[src/rtl/yasac_pkg.sv]
// Shared definitions for the YASAC data path.
//   ALU operation encodings, opcode field width and instruction-word field helpers.
package yasac_pkg;

   localparam int unsigned OPCODE_W = 5;

   typedef enum logic [1:0] {
      ALU_ADD = 2'b00,
      ALU_SUB = 2'b01,
      ALU_AND = 2'b10,
      ALU_OR  = 2'b11
   } alu_op_e;

   // Instruction word: {opcode[OPCODE_W], sela[ra], immediate[dw]}
   function automatic int unsigned ir_width(input int unsigned ra, input int unsigned dw);
      return OPCODE_W + ra + dw;
   endfunction

   function automatic int unsigned sela_lsb(input int unsigned dw);
      return dw;
   endfunction

   function automatic int unsigned opcode_lsb(input int unsigned ra, input int unsigned dw);
      return ra + dw;
   endfunction

endpackage

[src/rtl/alu_p.sv]
// Combinational YASAC ALU.
//   op     : operation select (add, sub, and, or)
//   a, b   : operands
//   result : DW-bit result
//   carry  : add overflow / sub borrow (a < b), 0 for logic ops
//   zero   : result == 0
module alu_p
   import yasac_pkg::*;
#(
   parameter int unsigned DW = 8
) (
   input  alu_op_e         op,
   input  logic [DW-1:0]   a,
   input  logic [DW-1:0]   b,
   output logic [DW-1:0]   result,
   output logic            carry,
   output logic            zero
);

   logic [DW:0] ext;

   // One extra bit carries the add overflow or the subtract borrow.
   always_comb begin
      ext = '0;
      unique case (op)
         ALU_ADD: ext = {1'b0, a} + {1'b0, b};
         ALU_SUB: ext = {1'b0, a} - {1'b0, b};
         ALU_AND: ext = {1'b0, a & b};
         ALU_OR:  ext = {1'b0, a | b};
         default: ext = '0;
      endcase
   end

   assign result = ext[DW-1:0];
   assign carry  = ext[DW];
   assign zero   = (ext[DW-1:0] == '0);

endmodule

[src/rtl/data_unit_p.sv]
// YASAC data path: program counter, instruction register, register array,
// ALU operand mux and registered condition flags.
// Optional return-address stack enabled by defining YASAC_CALL_STACK_EN.
//   clk, rst_n        : clock (rising edge), async active-low reset
//   operation         : ALU op select
//   incpc/clpc/loadpc : PC increment / clear / load immediate
//   call/ret          : push return address with loadpc / pop into PC
//   writeir           : IR <= code_data
//   writereg          : reg[sela] <= ALU result
//   writeflags        : latch zero/carry
//   inmediate         : ALU B from immediate instead of reg[selb]
//   data_in           : sampled into reg[RN-1] every cycle (unless written)
//   code_data/addr    : external code memory interface (addr = PC)
//   opcode            : IR opcode field
//   zero, carry       : registered flags
//   data_out          : reg[RN-2]
//   stack_err         : sticky stack over/underflow
module data_unit_p
   import yasac_pkg::*;
#(
   parameter int unsigned DW = 8,
   parameter int unsigned RA = 3,
   parameter int unsigned AW = 8,
   parameter int unsigned SD = 4
) (
   input  logic                       clk,
   input  logic                       rst_n,
   input  logic [1:0]                 operation,
   input  logic                       incpc,
   input  logic                       clpc,
   input  logic                       loadpc,
   input  logic                       writeir,
   input  logic                       writereg,
   input  logic                       writeflags,
   input  logic                       inmediate,
   input  logic                       call,
   input  logic                       ret,
   input  logic [DW-1:0]              data_in,
   input  logic [OPCODE_W+RA+DW-1:0]  code_data,
   output logic [AW-1:0]              code_addr,
   output logic [OPCODE_W-1:0]        opcode,
   output logic                       zero,
   output logic                       carry,
   output logic [DW-1:0]              data_out,
   output logic                       stack_err
);

   localparam int unsigned IW      = ir_width(RA, DW);
   localparam int unsigned RN      = 2 ** RA;
   localparam int unsigned OPC_LSB = opcode_lsb(RA, DW);
   localparam int unsigned SEL_LSB = sela_lsb(DW);

   logic [AW-1:0]  pc;
   logic [AW-1:0]  pc_nxt;
   logic [IW-1:0]  ir;
   logic [DW-1:0]  regs [RN];

   logic [RA-1:0]  sela;
   logic [RA-1:0]  selb;
   logic [DW-1:0]  imm;
   logic [DW-1:0]  alu_a;
   logic [DW-1:0]  alu_b;
   logic [DW-1:0]  alu_result;
   logic           alu_carry;
   logic           alu_zero;

   // IR field decode
   assign sela = ir[SEL_LSB +: RA];
   assign selb = ir[RA-1:0];
   assign imm  = ir[DW-1:0];

   // Operand mux; register reads are combinational
   assign alu_a = regs[sela];
   assign alu_b = inmediate ? imm : regs[selb];

   alu_p #(.DW(DW)) u_alu (
      .op     (alu_op_e'(operation)),
      .a      (alu_a),
      .b      (alu_b),
      .result (alu_result),
      .carry  (alu_carry),
      .zero   (alu_zero)
   );

`ifdef YASAC_CALL_STACK_EN
   localparam int unsigned SPW = $clog2(SD + 1);
   localparam int unsigned SIW = (SD > 1) ? $clog2(SD) : 1;

   logic [SPW-1:0] sp;
   logic [AW-1:0]  stack [SD];
   logic           stack_err_q;
   logic           st_full;
   logic           st_empty;
   logic           do_pop;
   logic           do_push;
   logic [AW-1:0]  st_top;

   // Stack moves only when the corresponding PC source is the winner.
   assign do_pop   = ret & ~clpc;
   assign do_push  = call & loadpc & ~ret & ~clpc;
   assign st_full  = (sp == SPW'(SD));
   assign st_empty = (sp == '0);
   assign st_top   = stack[SIW'(sp - SPW'(1))];

   // Stack pointer and sticky error flag
   always_ff @(posedge clk or negedge rst_n) begin
      if (!rst_n) begin
         sp          <= '0;
         stack_err_q <= 1'b0;
      end else if (do_pop) begin
         if (st_empty) stack_err_q <= 1'b1;
         else          sp          <= sp - SPW'(1);
      end else if (do_push) begin
         if (st_full)  stack_err_q <= 1'b1;
         else          sp          <= sp + SPW'(1);
      end
   end

   // Return-address storage, no reset needed
   always_ff @(posedge clk) begin
      if (do_push && !st_full) stack[SIW'(sp)] <= pc;
   end

   assign stack_err = stack_err_q;
`else
   logic unused_stack_ctl;
   assign unused_stack_ctl = call ^ ret;
   assign stack_err        = 1'b0;
`endif

   // PC next value: clpc > ret > loadpc > incpc
   always_comb begin
      pc_nxt = pc;
      if (clpc) begin
         pc_nxt = '0;
`ifdef YASAC_CALL_STACK_EN
      end else if (ret) begin
         if (!st_empty) pc_nxt = st_top;
`endif
      end else if (loadpc) begin
         pc_nxt = imm[AW-1:0];
      end else if (incpc) begin
         pc_nxt = pc + AW'(1);
      end
   end

   // PC and IR
   always_ff @(posedge clk or negedge rst_n) begin
      if (!rst_n) begin
         pc <= '0;
         ir <= '0;
      end else begin
         pc <= pc_nxt;
         if (writeir) ir <= code_data;
      end
   end

   // Register array; an explicit write to the top register beats data_in
   always_ff @(posedge clk or negedge rst_n) begin
      if (!rst_n) begin
         for (int i = 0; i < RN; i++) regs[i] <= '0;
      end else begin
         for (int i = 0; i < RN; i++) begin
            if (writereg && (sela == RA'(i))) regs[i] <= alu_result;
            else if (i == RN - 1)             regs[i] <= data_in;
         end
      end
   end

   // Condition flags
   always_ff @(posedge clk or negedge rst_n) begin
      if (!rst_n) begin
         zero  <= 1'b0;
         carry <= 1'b0;
      end else if (writeflags) begin
         zero  <= alu_zero;
         carry <= alu_carry;
      end
   end

   assign code_addr = pc;
   assign opcode    = ir[OPC_LSB +: OPCODE_W];
   assign data_out  = regs[RN-2];

endmodule

[config.mk]
export PLATFORM = sky130hd
export DESIGN_NAME = data_unit_p
export DESIGN_NICKNAME = d
export VERILOG_FILES = /design/src/rtl/yasac_pkg.sv /design/src/rtl/alu_p.sv /design/src/rtl/data_unit_p.sv
export SDC_FILE = /design/constraint.sdc
export NUM_CORES = 1
export LEC_CHECK = 0
export CORE_MARGIN = 2
export CORE_UTILIZATION = 55
export DETAILED_ROUTE_END_ITERATION = 8
export HOLD_SLACK_MARGIN = 0.1
export PLACE_DENSITY = 0.78
export RECOVER_POWER = 25
export SYNTH_ARGS = -nofsm -noshare
export SYNTH_HDL_FRONTEND = slang
export SYNTH_HIERARCHICAL = 1
export SYNTH_SLANG_ARGS = --single-unit
[constraint.sdc]
create_clock -name clk -period 7.15 [get_ports clk]
set_clock_uncertainty 0.15 [all_clocks]
set_input_delay 1.0725 -clock clk [delete_from_list [all_inputs] [get_ports clk]]
set_output_delay 1.0725 -clock clk [all_outputs]
set_load 0.01 [all_outputs]
=== Word-level counts from Yosys, hierarchy flattened ===
Index checks and enable logic that the tools add are counted.
W data, S select, Z words.

* Bits in read-only memories: 0
* Flip-flop bits (word level): 90
* Latch bits: 0
* Logic and storage cells: 55
* Bits in writable memories: 0
* Memories kept: 0

* Equal/unequal tests: 10
* $lt $le $gt $ge: 2
* Div/mod/pow operators: 0
* Reduce and logical (&&, ||, !) cells: 12
* Bitwise gates (word level): 4
* Muxes and demuxes: 12
* Shift operators: 0
* $mul: 0
* Add/subtract/negate cells: 3

{| class="wikitable"
|+ Operator list
! operator !! number
|-
| $mux W8 || 9
|-
| $bmux W8 S3 || 2
|-
| $pmux W9 S4 || 1
|-
| $eq A3 B3 Y1 const B || 4
|-
| $add A8 B8 Y9 || 1
|-
| $sub A8 B8 Y9 || 1
|-
| $add A8 B1 Y8 const B || 1
|-
| $and A8 B8 Y8 || 1
|-
| $ge A4 B4 Y1 const B || 2
|-
| $logic_and A1 B1 Y1 || 8
|-
| $logic_not A8 Y1 || 1
|-
| $not A3 Y4 || 2
|-
| $or A8 B8 Y8 || 1
|-
| $eq A3 B2 Y1 const B || 2
|-
| $eq A2 B2 Y1 const B || 2
|-
| $eq A3 B1 Y1 const B || 1
|-
| $logic_not A3 Y1 || 1
|-
| $reduce_bool A3 Y1 || 1
|-
| $eq A2 B1 Y1 const B || 1
|-
| $logic_not A2 Y1 || 1
|}

=== Depth between registers and ports, before layout ===
* Depth after elaboration: 8
* Mapped depth: 17
* Gate-level depth less buffers: 15

=== Hierarchy ===
Netlist, hierarchy kept.

{| class="wikitable"
|+ Modules (own cells, without submodules)
! module !! times used !! area each (um^2) !! cells an instance
|-
| data_unit_p || 1 || 4820.9 || 335
|-
| alu_p || 1 || 739.5 || 105
|}

=== Worst setup path after synthesis ===
No wires, ideal clock.

* Path kind: input to register
* Start point: in inmediate
* End point: reg zero
* Data arrival time: 4300 ps
* Cell stages on the path: 15
* Library setup time: 125 ps
* Path slack: 2576 ps
* Cell sequence: clkbuf_1 inv_1 nand2_1 o21ai_0 inv_1 ha_1 mux2_2 fa_1 nor2b_1 o21ai_0 a21o_1 nor3b_1 o31ai_1 nor4_2 mux2_2

* Cells in the longest elaborated chain, start to end: 4

{| class="wikitable"
|+ Ends and longest elaborated chain
! element !! line !! source
|-
| start: declaration || data_unit_p.sv:35 || <nowiki>input logic inmediate,</nowiki>
|-
| $mux W8 * || data_unit_p.sv:74 || <nowiki>assign alu_b = inmediate ? imm : regs[selb];</nowiki>
|-
| named net alu_b[0] || data_unit_p.sv:62 || <nowiki>logic [DW-1:0] alu_b;</nowiki>
|-
| $sub A8 B8 Y9 / $add A8 B8 Y9 (equally long branches) || alu_p.sv:27, alu_p.sv:26 ||
|-
| $pmux W9 S4 * || alu_p.sv:25 || <nowiki>unique case (op)</nowiki>
|-
| named net alu_result[6] || data_unit_p.sv:63 || <nowiki>logic [DW-1:0] alu_result;</nowiki>
|-
| $logic_not A8 Y1 * || alu_p.sv:36 || <nowiki>assign zero = (ext[DW-1:0] == '0);</nowiki>
|-
| named net alu_zero || data_unit_p.sv:65 || <nowiki>logic alu_zero;</nowiki>
|-
| end signal: assignment || data_unit_p.sv:176 || <nowiki>zero <= alu_zero;</nowiki>
|-
| end: declaration || data_unit_p.sv:42 || <nowiki>output logic zero,</nowiki>
|}

The timed path passes the listed nets; every way through them passes the cells marked *.
A chain may end at the register's enable or synchronous reset.

=== Final worst setup path ===
Same ends and word-level chain as after synthesis.

==> run_results.csv <==
group,metric,value,unit
timing,min_period,5.38,ns
final_layout,final_cell_mix,"dfrtp_1 (90), mux2_2 (89), clkdlybuf4s50_1 (56)",
floorplan,ioPinCount,61,
logic_synthesis,syn_inst,440,
detailed_routing,via_count,3828,
logic_synthesis,synthDistinctLibCells,57,
timing,slew_violations,91,
worst_setup_path,timing.rr.start,"ir[0]$_DFFE_PN0P_",
final_layout,antenna_cells,0,
clocking,cts_hold_buf,0,
final_layout,multi_input_area,3010,sq um
detailed_routing,drtIter0Drc,326,
final_layout,mostFrequentLayoutCell,"dfrtp_1",
timing,relSlewSlack,-2.14,
global_route,grt_pass1_vias,3769,
timing,fin_hold_ws,0.358,ns
logic_synthesis,synth_area,5560,sq um
logic_synthesis,synth-edff-count,0,
timing,fmax,186,MHz
final_layout,drive_gt1_frac,0.284,
detailed_routing,viasPerCell,6.25,
final_layout,regArea,2250,sq um
logic_synthesis,syn-num-nets,490,
worst_setup_path,critPathSlowestCell,"clkdlybuf4s50_1",
worst_setup_path,cp_max_fo,13,
worst_setup_path,rr_worst_depth,16,
floorplan,initial_utilization,0.569,
clocking,htree_levels,3,
timing,tightest_slew,4.72,ns
detailed_routing,ant_nets,0,
worst_setup_path,crit_required,7.25,ns
clocking,insertion_delay,0.36,ns
worst_hold_path,worstHoldEndpoint,"zero$_DFFE_PN0P_",
detailed_routing,drcViolationCount,0,
placement,portBuffers,57,
detailed_routing,drt_first_pass_iters,5,
placement,placed_area,6080,sq um
worst_setup_path,crit_family,"compound AO/OA/AOI/OAI gates",
logic_synthesis,synthFlopType,"dfrtp_1",
floorplan,fp.dieH,105,microns
logic_synthesis,ys_ff_latch,90,
logic_synthesis,yosysSeqAreaShare,0.405,
detailed_routing,routed_wl,12500,microns
timing,period_share,0.753,
global_route,antenna_found_initial,0,
worst_setup_path,critPathKind,"primary input to flop",
detailed_routing,route.detailed.wl_per_inst,20.4,microns
status,status,"complete, but fails checks",
worst_hold_path,hp-start,"zero$_DFFE_PN0P_",
worst_setup_path,r2r_slack,2.02,ns
clocking,cts_resized,0,
logic_synthesis,async_reset_ff_frac,1.00,
timing,final_hold_viol_count,0,
global_route,grt_pass1_wl,20100,microns
global_route,overflow,0,
timing,rsz0062_at_grt,"no",
floorplan,num_rows,36,
worst_setup_path,cp_cell_sequence,"clkdlybuf4s50_1 > inv_1 > nand2_1 > o21ai_0 > inv_1 > ha_1 > mux2_2 > inv_1 > ha_1 > nor2b_1 > o31a_1 > o211a_1 > o21a_1 > o31ai_2 > nor4_2 > mux2_2",
placement,gp_congestion,0.850,
worst_setup_path,cp_common_cell,"inv_1",
power_and_ir_drop,ir_drop,0.209,mV
worst_setup_path,rr_endpoint,"zero$_DFFE_PN0P_",
clocking,root_buffer,"clkbuf_8",
worst_setup_path,slowest_delay,0.66,ns
clocking,cts_sinks,90,
power_and_ir_drop,leakagePower,2.63,nW
clocking,cts_tree,"built",
worst_hold_path,hp-class,"flop to flop",
worst_setup_path,cp_num_buf_inv,4,
worst_setup_path,arrival,5.49,ns
logic_synthesis,syn-mean-instance-area,12.6,sq um
worst_setup_path,cp-end-kind,"flop",
power_and_ir_drop,powerDensity,360,nW/um^2
status,violations,"capacitance limit, slew limit",
global_route,grt_max_degree,91,
global_route,grtUsageTotal,0.239,
final_layout,layout.nets,525,
clocking,cts_made_buffers,9,
floorplan,die-area,10900,sq um
timing,setup_viol,0,
timing,fin_tns_setup,0,ns
final_layout,area_delta_synth_final,12.6,%
clocking,cts_setup_buffers,0,
placement,dpl.hpwl,8750,microns
clocking,path_clk_slew,0.08,ns
worst_hold_path,hold_depth,1,
floorplan,die_x,105,microns
final_layout,finish.instance_area,6260,sq um
logic_synthesis,yosysWarningCount,6,
worst_setup_path,startpoint_type,"primary input",
final_layout,nFillCells,743,
floorplan,core_area,9770,sq um
flow_run,drv_cap,1,
clocking,max-clock-path-buffers,2,
==> cell type report <==
class,count,area share
Clock buffer,12,0.0232
Clock inverter,3,0.00640
Inverter,13,0.00780
Multi-Input combinational cell,300,0.481
Sequential cell,90,0.360
Tap cell,133,0.0266
Timing Repair Buffer,61,0.0950
==> through the flow <==
stage	worst slack, ns	util	power (mW)	std cells
detailed placement	1.42	0.622	1.90	597
global route	0.889	0.640	2.40	612
floorplan	2.58	-	1.62	440
finish	1.77	0.640	2.25	612
global placement	1.52	0.622	1.85	597
CTS	1.82	0.641	2.25	612
==> worst max path at each step <==
| stage | start | end | slack [ns] | cells after the start |
|---|---|---|---|---|
| final | inmediate | zero$_DFFE_PN0P_ | 1.77 | 16 |
| after global routing | rst_n | ir[5]$_DFFE_PN0P_ | 0.89 | 1 |
| after CTS | inmediate | zero$_DFFE_PN0P_ | 1.82 | 16 |
| after detailed placement | inmediate | zero$_DFFE_PN0P_ | 1.42 | 16 |
| after global placement | inmediate | zero$_DFFE_PN0P_ | 1.52 | 16 |
| after floorplan | inmediate | zero$_DFFE_PN0P_ | 2.58 | 15 |
==> synthesized netlist by cell type, types with 4 or more instances <==
| master | instances | area [sq um] |
|---|---|---|
| dfrtp_1 | 90 | 2250 |
| mux2_2 | 89 | 1000 |
| buf_4 | 18 | 135 |
| nand2_1 | 18 | 67.6 |
| nor2_1 | 16 | 60.1 |
| o21ai_0 | 14 | 70.1 |
| mux2i_1 | 13 | 130 |
| mux4_1 | 13 | 342 |
| mux4_2 | 13 | 293 |
| ha_1 | 12 | 150 |
| inv_1 | 12 | 45.0 |
| a21oi_1 | 11 | 55.1 |
| buf_2 | 8 | 40.0 |
| nor3_1 | 7 | 35.0 |
| xnor2_1 | 7 | 61.3 |
| maj3_1 | 6 | 60.1 |
| o22ai_1 | 6 | 37.5 |
| xor2_1 | 6 | 52.6 |
| a221o_1 | 5 | 50.1 |
| a31oi_1 | 5 | 31.3 |
| clkbuf_1 | 5 | 18.8 |
| nand3_1 | 4 | 20.0 |
| nor2b_1 | 4 | 25.0 |
| o21a_1 | 4 | 30.0 |
==> metal layers <==
layer  vias up  wire [microns]  GRT usage
met5         -               0          0
met4         0             229     0.0763
met3        17             613     0.0455
met2       118            5990      0.385
met1      1975            5660      0.329
li1       1718               -          -
==> state kept, by name, indices dropped and copies added (netlist names) <==
register	flops
zero	1
carry	1
ir	16
regs	56
code_addr	8
data_out	8
==> power breakdown <==
part           internal, mW  switching, mW
Clock                 0.169          0.172
Combinational         0.571          0.512
Sequential            0.682          0.149
==> logic make-up (layout without fill, tap and decap cells) <==
kind of cell	after synthesis	after routing	synth area share
compound gates	62	62	0.0752
xor+xnor	13	13	0.0205
fa+ha+maj	19	19	0.0414
buf+inv	50	89	0.0533
flops	90	90	0.405
mux	128	128	0.318
other cells	1	1	0.000674
simple gates	77	77	0.0862
Note: power is estimated with default switching activity, not from simulation.
